==> config.mk <==
export PLATFORM = sky130hd
export DESIGN_NAME = node_pkt_sink
export DESIGN_NICKNAME = d
export VERILOG_FILES = /design/src/rtl/node_pkt_sink.sv
export SDC_FILE = /design/constraint.sdc
export NUM_CORES = 1
export LEC_CHECK = 0
export BUFFER_PORTS_ARGS = -buffer_cell sky130_fd_sc_hd__clkbuf_2
export CAP_MARGIN = 10
export CORE_MARGIN = 10
export CORE_UTILIZATION = 50
export CTS_BUF_LIST = sky130_fd_sc_hd__clkbuf_8
export DETAILED_ROUTE_END_ITERATION = 10
export GPL_TIMING_DRIVEN = 1
export PLACE_DENSITY = 0.73
export SLEW_MARGIN = 20
export SYNTH_ARGS = -nofsm -noshare
export SYNTH_HDL_FRONTEND = slang
export SYNTH_SLANG_ARGS = --single-unit
==> constraint.sdc <==
create_clock -name clk -period 4.75 [get_ports clk]
set_clock_uncertainty 0.2 [all_clocks]
set_input_delay 0.475 -clock clk [delete_from_list [all_inputs] [get_ports clk]]
set_output_delay 0.475 -clock clk [all_outputs]
set_load 0.01 [all_outputs]
==> src/rtl/node_pkt_sink.sv <==
// Local ejection endpoint: route-checks packets from the node B port, queues them by QoS
// and drains them to the core. Define NODE_PKT_SINK_STATS_EN to build rx/drop counters.
module node_pkt_sink #(
    parameter int unsigned HP         = 0,
    parameter int unsigned VP         = 0,
    parameter int unsigned DEPTH      = 4,
    parameter int unsigned STARVE_LIM = 3
) (
    input  logic                     clk,
    input  logic                     rst,
    input  logic                     pkt_out_vld,
    output logic                     pkt_out_rdy,
    input  logic [1:0]               pkt_out_type,
    input  logic                     pkt_out_qos,
    input  logic [5:0]               pkt_out_src,
    input  logic [5:0]               pkt_out_tgt,
    input  logic [7:0]               pkt_out_data,
    output logic                     rd_vld,
    input  logic                     rd_rdy,
    output logic [1:0]               rd_type,
    output logic                     rd_qos,
    output logic [5:0]               rd_src,
    output logic [7:0]               rd_data,
    output logic [15:0]              rx_cnt,
    output logic [15:0]              drop_cnt,
    output logic [$clog2(DEPTH):0]   hi_lvl,
    output logic [$clog2(DEPTH):0]   lo_lvl
);

    localparam int unsigned PW = $clog2(DEPTH);
    localparam int unsigned LW = PW + 1;
    localparam int unsigned EW = 16;
    localparam logic [2:0] LocX = HP[2:0];
    localparam logic [2:0] LocY = VP[2:0];
    localparam logic [5:0] LocId = {LocY, LocX};
    localparam logic [LW-1:0] FullLvl = LW'(DEPTH);
    localparam logic [2:0] StreakLim = 3'(STARVE_LIM);

    typedef enum logic [1:0] {
        SelNone,
        SelHi,
        SelLo
    } sel_e;

    logic [EW-1:0] hi_mem_q [DEPTH];
    logic [EW-1:0] hi_mem_d [DEPTH];
    logic [EW-1:0] lo_mem_q [DEPTH];
    logic [EW-1:0] lo_mem_d [DEPTH];
    logic [LW-1:0] hi_wr_q, hi_wr_d, hi_rd_q, hi_rd_d;
    logic [LW-1:0] lo_wr_q, lo_wr_d, lo_rd_q, lo_rd_d;
    logic [LW-1:0] hi_lvl_d, lo_lvl_d;
    logic          rdy_q, rdy_d;
    sel_e          sel_q, sel_d;
    logic [2:0]    streak_q, streak_d;

    logic          route_ok;
    logic          accept;
    logic          push_hi, push_lo;
    logic          rd_fire, pop_hi, pop_lo;
    logic [EW-1:0] wr_entry;
    logic [EW-1:0] hi_head, lo_head, rd_entry;

    always_comb begin
        route_ok = 1'b1;
        unique case (pkt_out_type)
            2'b00:   route_ok = (pkt_out_tgt == LocId);
            2'b01:   route_ok = (pkt_out_tgt[2:0] == LocX);
            2'b10:   route_ok = (pkt_out_tgt[5:3] == LocY);
            default: route_ok = 1'b1;
        endcase
    end

    assign accept   = pkt_out_vld && rdy_q;
    assign push_hi  = accept && route_ok && pkt_out_qos;
    assign push_lo  = accept && route_ok && !pkt_out_qos;
    assign wr_entry = {pkt_out_type, pkt_out_src, pkt_out_data};

    assign rd_vld  = (sel_q != SelNone);
    assign rd_fire = rd_vld && rd_rdy;
    assign pop_hi  = rd_fire && (sel_q == SelHi);
    assign pop_lo  = rd_fire && (sel_q == SelLo);

    // Queue pointers and storage; levels are taken as write count minus read count.
    always_comb begin
        hi_mem_d = hi_mem_q;
        lo_mem_d = lo_mem_q;
        if (push_hi) hi_mem_d[hi_wr_q[PW-1:0]] = wr_entry;
        if (push_lo) lo_mem_d[lo_wr_q[PW-1:0]] = wr_entry;
        hi_wr_d  = hi_wr_q + LW'(push_hi);
        hi_rd_d  = hi_rd_q + LW'(pop_hi);
        lo_wr_d  = lo_wr_q + LW'(push_lo);
        lo_rd_d  = lo_rd_q + LW'(pop_lo);
        hi_lvl_d = hi_wr_d - hi_rd_d;
        lo_lvl_d = lo_wr_d - lo_rd_d;
        rdy_d    = (hi_lvl_d != FullLvl) && (lo_lvl_d != FullLvl);
    end

    // Arbitration sees post-push/post-pop occupancy so a fresh packet is presented next cycle.
    always_comb begin
        sel_d    = sel_q;
        streak_d = streak_q;
        if (!rd_vld || rd_rdy) begin
            if ((hi_lvl_d != '0) && ((streak_q < StreakLim) || (lo_lvl_d == '0))) begin
                sel_d    = SelHi;
                streak_d = (lo_lvl_d == '0) ? 3'd0 : streak_q + 3'd1;
            end else if (lo_lvl_d != '0) begin
                sel_d    = SelLo;
                streak_d = 3'd0;
            end else begin
                sel_d = SelNone;
            end
        end
    end

    always_ff @(posedge clk or posedge rst) begin
        if (rst) begin
            hi_mem_q <= '{default: '0};
            lo_mem_q <= '{default: '0};
            hi_wr_q  <= '0;
            hi_rd_q  <= '0;
            lo_wr_q  <= '0;
            lo_rd_q  <= '0;
            rdy_q    <= 1'b0;
            sel_q    <= SelNone;
            streak_q <= 3'd0;
        end else begin
            hi_mem_q <= hi_mem_d;
            lo_mem_q <= lo_mem_d;
            hi_wr_q  <= hi_wr_d;
            hi_rd_q  <= hi_rd_d;
            lo_wr_q  <= lo_wr_d;
            lo_rd_q  <= lo_rd_d;
            rdy_q    <= rdy_d;
            sel_q    <= sel_d;
            streak_q <= streak_d;
        end
    end

    assign hi_head = hi_mem_q[hi_rd_q[PW-1:0]];
    assign lo_head = lo_mem_q[lo_rd_q[PW-1:0]];

    always_comb begin
        rd_entry = '0;
        unique case (sel_q)
            SelHi:   rd_entry = hi_head;
            SelLo:   rd_entry = lo_head;
            default: rd_entry = '0;
        endcase
    end

    assign pkt_out_rdy = rdy_q;
    assign rd_type     = rd_entry[15:14];
    assign rd_src      = rd_entry[13:8];
    assign rd_data     = rd_entry[7:0];
    assign rd_qos      = (sel_q == SelHi);
    assign hi_lvl      = hi_wr_q - hi_rd_q;
    assign lo_lvl      = lo_wr_q - lo_rd_q;

`ifdef NODE_PKT_SINK_STATS_EN
    logic [15:0] rx_cnt_q, rx_cnt_d;
    logic [15:0] drop_cnt_q, drop_cnt_d;
    logic        drop;

    assign drop = accept && !route_ok;

    always_comb begin
        rx_cnt_d   = rx_cnt_q;
        drop_cnt_d = drop_cnt_q;
        if ((push_hi || push_lo) && (rx_cnt_q != 16'hFFFF)) rx_cnt_d = rx_cnt_q + 16'd1;
        if (drop && (drop_cnt_q != 16'hFFFF)) drop_cnt_d = drop_cnt_q + 16'd1;
    end

    always_ff @(posedge clk or posedge rst) begin
        if (rst) begin
            rx_cnt_q   <= '0;
            drop_cnt_q <= '0;
        end else begin
            rx_cnt_q   <= rx_cnt_d;
            drop_cnt_q <= drop_cnt_d;
        end
    end

    assign rx_cnt   = rx_cnt_q;
    assign drop_cnt = drop_cnt_q;
`else
    assign rx_cnt   = '0;
    assign drop_cnt = '0;
`endif

endmodule

* After elaboration in Yosys (flattened, before gate mapping)
Index checks and enable logic that the tools add are counted.
Operators by class: add/sub/neg operators 9, magnitude comparators 7, equal/unequal tests 6, multiplexer cells 19, bitwise gates (word level) 4, reductions and logical operators 25
Operators by type and width (number):
- 64-bit bitwise mux | 2
- 16-bit two-way mux | 6
- 16-bit binary-select mux with 2-bit select | 2
- 16-bit demux with 2-bit select | 2
- 16-bit case mux with 2 select lines | 1
- 3-bit by 1-bit adder with 3-bit output | 4
- 3-bit >= comparator, second input constant | 4
- 2-bit inverter with 3-bit output | 4
- 3-bit subtractor | 4
- 1-bit logical AND | 11
- 3-bit zero test | 3
- 3-bit two-way mux | 3
- 6-bit zero test | 1
- 3-bit by 1-bit < comparator with 1-bit output, second input constant | 2
- 3-bit inequality test, second input constant | 2
- 3-bit nonzero test | 2
- 2-bit by 1-bit == test with 1-bit output, second input constant | 2
- 2-bit == test, second input constant | 2
- 2-bit two-way mux | 2
- 2-bit nonzero test | 2
- 3-bit by 1-bit adder with 3-bit output, second input constant | 1
- 3-bit by 2-bit < comparator with 1-bit output, second input constant | 1
- 1-bit case mux with 3 select lines | 1
- 1-bit zero test | 2
- 3 further kinds | 4
Storage, ports and cells: flip-flop bits (word level) 146, output and inout bits 57

* Longest topological paths before layout
depth in word-level cells 11, mapped depth 14, gate-level depth less buffers 13

* Least setup slack after synthesis
OpenSTA, ideal clock, no wires.
kind flip-flop to flip-flop, from register sel_q[1], to register streak_q[2], data arrival time 3.002 ns, path slack 1.465 ns, cell stages (with the launch flop) 15, buffers on the path 2, period minus slack after synthesis 3.285 ns, cell sequence dfrtp_1 > inv_1 > ha_1 > clkbuf_1 > clkbuf_1 > and3_1 > ha_1 > ha_1 > inv_1 > ha_1 > nand2b_1 > xnor3_1 > nor2_1 > or4_1 > o22ai_1
RTL lines:
- start, declared | line 53 | sel_e sel_q, sel_d;
- start signal, assigned | line 124 | sel_q <= SelNone;
- start signal, assigned | line 134 | sel_q <= sel_d;
- 2-bit by 1-bit == test with 1-bit output (*)
- via rd_qos | line 21 | output logic rd_qos,
- 1-bit logical AND (*) | line 80 | assign pop_hi = rd_fire && (sel_q == SelHi);
- 3-bit by 1-bit adder with 3-bit output (*) | line 90 | hi_rd_d = hi_rd_q + LW'(pop_hi);
- via hi_rd_d[1] | line 49 | logic [LW-1:0] hi_wr_q, hi_wr_d, hi_rd_q, hi_rd_d;
- 3-bit subtractor (*) | line 93 | hi_lvl_d = hi_wr_d - hi_rd_d;
- 3-bit nonzero test (*) | line 103 | if ((hi_lvl_d != '0) && ((streak_q < StreakLim) || (lo_lvl_d == '0))) begin
- 1-bit logical AND (*) | line 103
- 2-bit nonzero test (no source line)
- 2-bit AND reduction (no source line)
- end signal, assigned | line 135 | streak_q <= streak_d;
- end, declared | line 54 | logic [2:0] streak_q, streak_d;
The timed path passes the listed nets; every way through them passes the cells marked *. A chain may end at the register's enable or synchronous reset.

* Worst setup path in the final report
from register rdy_q (netlist: pkt_out_rdy), to register streak_q[2]
RTL lines:
- start, declared | line 52 | logic rdy_q, rdy_d;
- start signal, assigned | line 133 | rdy_q <= rdy_d;
- 1-bit logical AND (*) | line 73 | assign accept = pkt_out_vld && rdy_q;
- 1-bit logical AND (*) (2 in a row) | line 74 | assign push_hi = accept && route_ok && pkt_out_qos;
- 3-bit by 1-bit adder with 3-bit output (*) | line 89 | hi_wr_d = hi_wr_q + LW'(push_hi);
- via hi_wr_d[1] | line 49
- 3-bit subtractor (*) | line 93
- 3-bit nonzero test (*) | line 103
- 1-bit logical AND (*) | line 103
- 2-bit nonzero test (no source line)
- 2-bit AND reduction (no source line)
Marks and branches as above.

==> results.txt <==
The flow ran to the end, but the final reports show violations. The checks that failed: hold timing. The final RePlAce weighted congestion is 0.763. The antenna diode instance count is 0. The detailed placer's ending HPWL is 9890 microns. The first global-routing pass estimated 24800 microns of wire. The signal on the critical path passes through and2_0, o221ai_2, or2_1, clkinv_2, ha_1, ha_1, ha_1, nand2b_1, xnor3_1, nor2_1, or4_1, o22ai_1. The post-synthesis to final-layout area growth is 8.71%. The number of input and output port buffers inserted is 51. Setup repair after global routing left no endpoint under its margin. Among the stages of the critical path, the cell type that occurs most often is sky130_fd_sc_hd__ha_1.

By instance count, the leading cell after synthesis is sky130_fd_sc_hd__dfrtp_1. The number of buffers inserted by hold repair at cts came out at 0. Across the run, the number of max-cap violations was 0. The share of the core filled with cells came out at a little under three fifths. The remaining antenna violation count after routing is 0. The number of pins with negative max-slew slack in the final report was 0. The final worst-path cycle share is 70.7%. The number of cell rows is between 40 and 50. The total of warnings raised by yosys is 0. Counting distinct cell types in the post-synthesis netlist gives 40. The average instance area after synthesis is 15.2 sq um. The fraction of layout cells with a size suffix above 1 came out at 47.4%. The ratio of routed vias to standard cells came out at 5.55. The die area came out at between 15000 and 20000 sq um. The overall track demand over capacity in global routing is 16.1%. In this run the cell area of the synthesized design comes to 7350 sq um. In the synthesized netlist the dominant register cell turns out to be sky130_fd_sc_hd__dfrtp_1.

The slowest stage of the critical path belongs to the cell sky130_fd_sc_hd__or4_1. For this run, the slowest stage of the critical path takes 510 ps. Power spread over the standard cell area amounts to between 600 and 700 nW/um^2. The smallest clock period supported by the final layout is computed as 3360 ps. The total core area is 14500 sq um. The smallest hold slack is -70.1 ps. The flip-flop and latch count after synthesis is 146. The fraction of synthesis flops using an asynchronous set or reset pin came out at 100%. The count of TritonRoute iterations in the first routing pass is 4. The total I/O pin count is 84. The number of global-route vias before repair was 4475. The CTS tree is done. The clock tree root driver cell is sky130_fd_sc_hd__clkbuf_8.

Among cell families on the critical path, the largest total delay comes from simple AND/OR/NAND/NOR gates. By count the netlist is led by sky130_fd_sc_hd__dfrtp_1 (146), sky130_fd_sc_hd__mux2_2 (88), sky130_fd_sc_hd__mux2_4 (40). The die is ~140 microns tall. The achievable frequency is 0.298 GHz.

The critical-path maximum fanout is 5. Buffers added to address setup during post-CTS repair amount to 0. The aggregate negative setup slack is 0 ps. The net count reported at finish came out at between 500 and 600. The element type at the critical path start is a flop.

The leakage power of the design came out at roughly 0.0038 uW. The clock-pin slew reported for the worst setup and hold paths after clock tree synthesis is 70 ps. In this run the biggest area consumer among cell types represents roughly half of the synthesized area. The area after detailed placement came out at about 7600 sq um. The instance count of the mapped netlist is 483. At the worst endpoint, the required time is 4910 ps.

The deepest level of the CTS H-tree came out at 4. The count of flip-flops with a built-in enable after synthesis is 0. In this run, post-CTS repair resized a total of 0 instances. The number of buffer and inverter stages on the critical path came out at 1. The number of DRC markers after the initial detailed-route iteration is 187. At the worst endpoint, the arrival time is 3510 ps. The worst vdd rail ir drop is 0.664 mV. Clock latency on the worst-skew pair, taken at its later pin, is 440 ps. The worst pin sits at a relative slew slack of a little over a quarter. Ranked by total cell area, the synthesized netlist is headed by sky130_fd_sc_hd__dfrtp_1 (50%), sky130_fd_sc_hd__mux2_2 (13%), sky130_fd_sc_hd__mux4_2 (9.8%), sky130_fd_sc_hd__mux2_4 (8.2%), sky130_fd_sc_hd__buf_4 (3.4%). The measured slew at the worst slew-check pin came out at between 1000 and 1500 ps.

After detailed routing, the total wire length is ~16000 microns. The initial core utilization is 50.8%. The sequential cell area fraction in the yosys report is 49.7%.

The largest net degree at the start of global routing came out at 116. The number of hold-slack violations in the final timing report came out at 23. The path class of the tightest hold or removal check is input pin to asynchronous set/reset pin. The number of antenna violations at the first check in global routing came out at 0. The horizontal extent of the die came out at 141 microns.

The worst setup path is captured at a flop. The number of buffers created by CTS is 17. The remaining global-route overflow came out at 0.

The buffer depth of the longest clock path came out at 2. The worst setup path is of the flop to flop kind. The total of endpoints with negative setup slack in the final report came out at 0. The clock net sink count is 146. The average wire length per cell after detail routing came out at 21.3 microns.

For this run, design rule violations remaining after detail routing come to 0. The largest total area in the synthesized netlist belongs to sky130_fd_sc_hd__dfrtp_1. The finished layout cell area came out at 7990 sq um. The total via count in the routed design came out at approximately 4100.
==> cell families after synthesis <==
logic type,after synthesis,synth area share (%)
and+or+nand+nor,47,4.58
buffers and inverters,74,6.47
xor gates and xnor gates,10,1.57
AOI/OAI and AO/OA,24,2.43
muxes,161,31.6
other,1,0.0510
adders and majority gates,20,3.61
DFF,146,49.7
==> cells in the final DEF, fill, tap and decap left out, types with 6 or more instances in the layout <==
cell type | Yosys | final
sky130_fd_sc_hd__dfrtp_1 | 146 | 146
sky130_fd_sc_hd__mux2_2 | 88 | 88
sky130_fd_sc_hd__clkbuf_2 | 0 | 51
sky130_fd_sc_hd__mux2_4 | 40 | 40
sky130_fd_sc_hd__mux4_2 | 32 | 32
sky130_fd_sc_hd__conb_1 | 1 | 32
sky130_fd_sc_hd__clkbuf_8 | 0 | 23
sky130_fd_sc_hd__inv_1 | 19 | 22
sky130_fd_sc_hd__nor2b_1 | 18 | 18
sky130_fd_sc_hd__ha_1 | 18 | 18
sky130_fd_sc_hd__a22oi_1 | 16 | 16
sky130_fd_sc_hd__buf_4 | 33 | 9
sky130_fd_sc_hd__nand2_1 | 6 | 6
==> path summary, 6_finish.rpt <==
kind | from | to | slack (ps) | depth (start not counted)
setup / recovery | pkt_out_rdy$_DFF_PP0_ | streak_q[2]$_DFFE_PP0P_ | 1390 | 12
hold / removal | rst | hi_mem_q[48]$_DFFE_PP0P_ | -70 | 2
setup reg to reg | pkt_out_rdy$_DFF_PP0_ | streak_q[2]$_DFFE_PP0P_ | 1390 | 12
hold reg to reg | lo_mem_q[20]$_DFFE_PP0P_ | lo_mem_q[20]$_DFFE_PP0P_ | 300 | 1
max in group asynchronous | rst | hi_mem_q[25]$_DFFE_PP0P_ | 3430 | 3
min in group clk | pkt_out_src[3] | hi_mem_q[11]$_DFFE_PP0P_ | 170 | 2
==> metal layers <==
layer | GRT usage, % | part of all wire [%] | wire length, microns | vias to the layer above
met5 | 0 | 0 | 0 | -
met2 | 25.1 | 48 | 7430 | 107
li1 | - | - | - | 1789
met3 | 5.91 | 7.2 | 1120 | 15
met4 | 3.70 | 1.2 | 187 | 0
met1 | 21.1 | 44 | 6890 | 2167
==> where the power goes <==
group          switching [uW]  internal, uW  leakage, uW
logic                     977          1260      0.00176
clock network             434           432     0.000199
registers                 369          1790      0.00186
total                    1780          3480      0.00382
==> worst reg2reg max path, delay by kind of cell (launching register included) <==
family	cells	cell delay [ps]
buffers and inverters	1	140
AOI/OAI and AO/OA	2	270
adders and majority gates	3	670
and+or+nand+nor	5	1240
DFF	1	380
xor gates and xnor gates	1	380
==> state kept, by name (all words and copies together) (netlist names) <==
name	count
pkt_out_rdy	1
sel_q	2
hi_wr_q	3
hi_mem_q	64
lo_rd_q	3
streak_q	3
lo_mem_q	64
lo_wr_q	3
hi_rd_q	3
==> per-stage QoR <==
step	total power, uW	setup slack [ps]	cells
after floorplan	3800	152	514
after global placement	4320	1150	704
after detailed placement	4440	1050	704
after CTS	5330	1390	735
after global routing	5640	1190	735
final	5260	1390	735
==> final cells by class <==
type | instances | area [sq um]
Tap cell | 184 | 230
Inverter | 20 | 83.8
Multi-Input combinational cell | 294 | 3350
Timing Repair Buffer | 60 | 323
Clock inverter | 8 | 37.5
Clock buffer | 23 | 317
Fill cell | 1169 | 6490
Sequential cell | 146 | 3650
(Power assumes the default switching activity.)
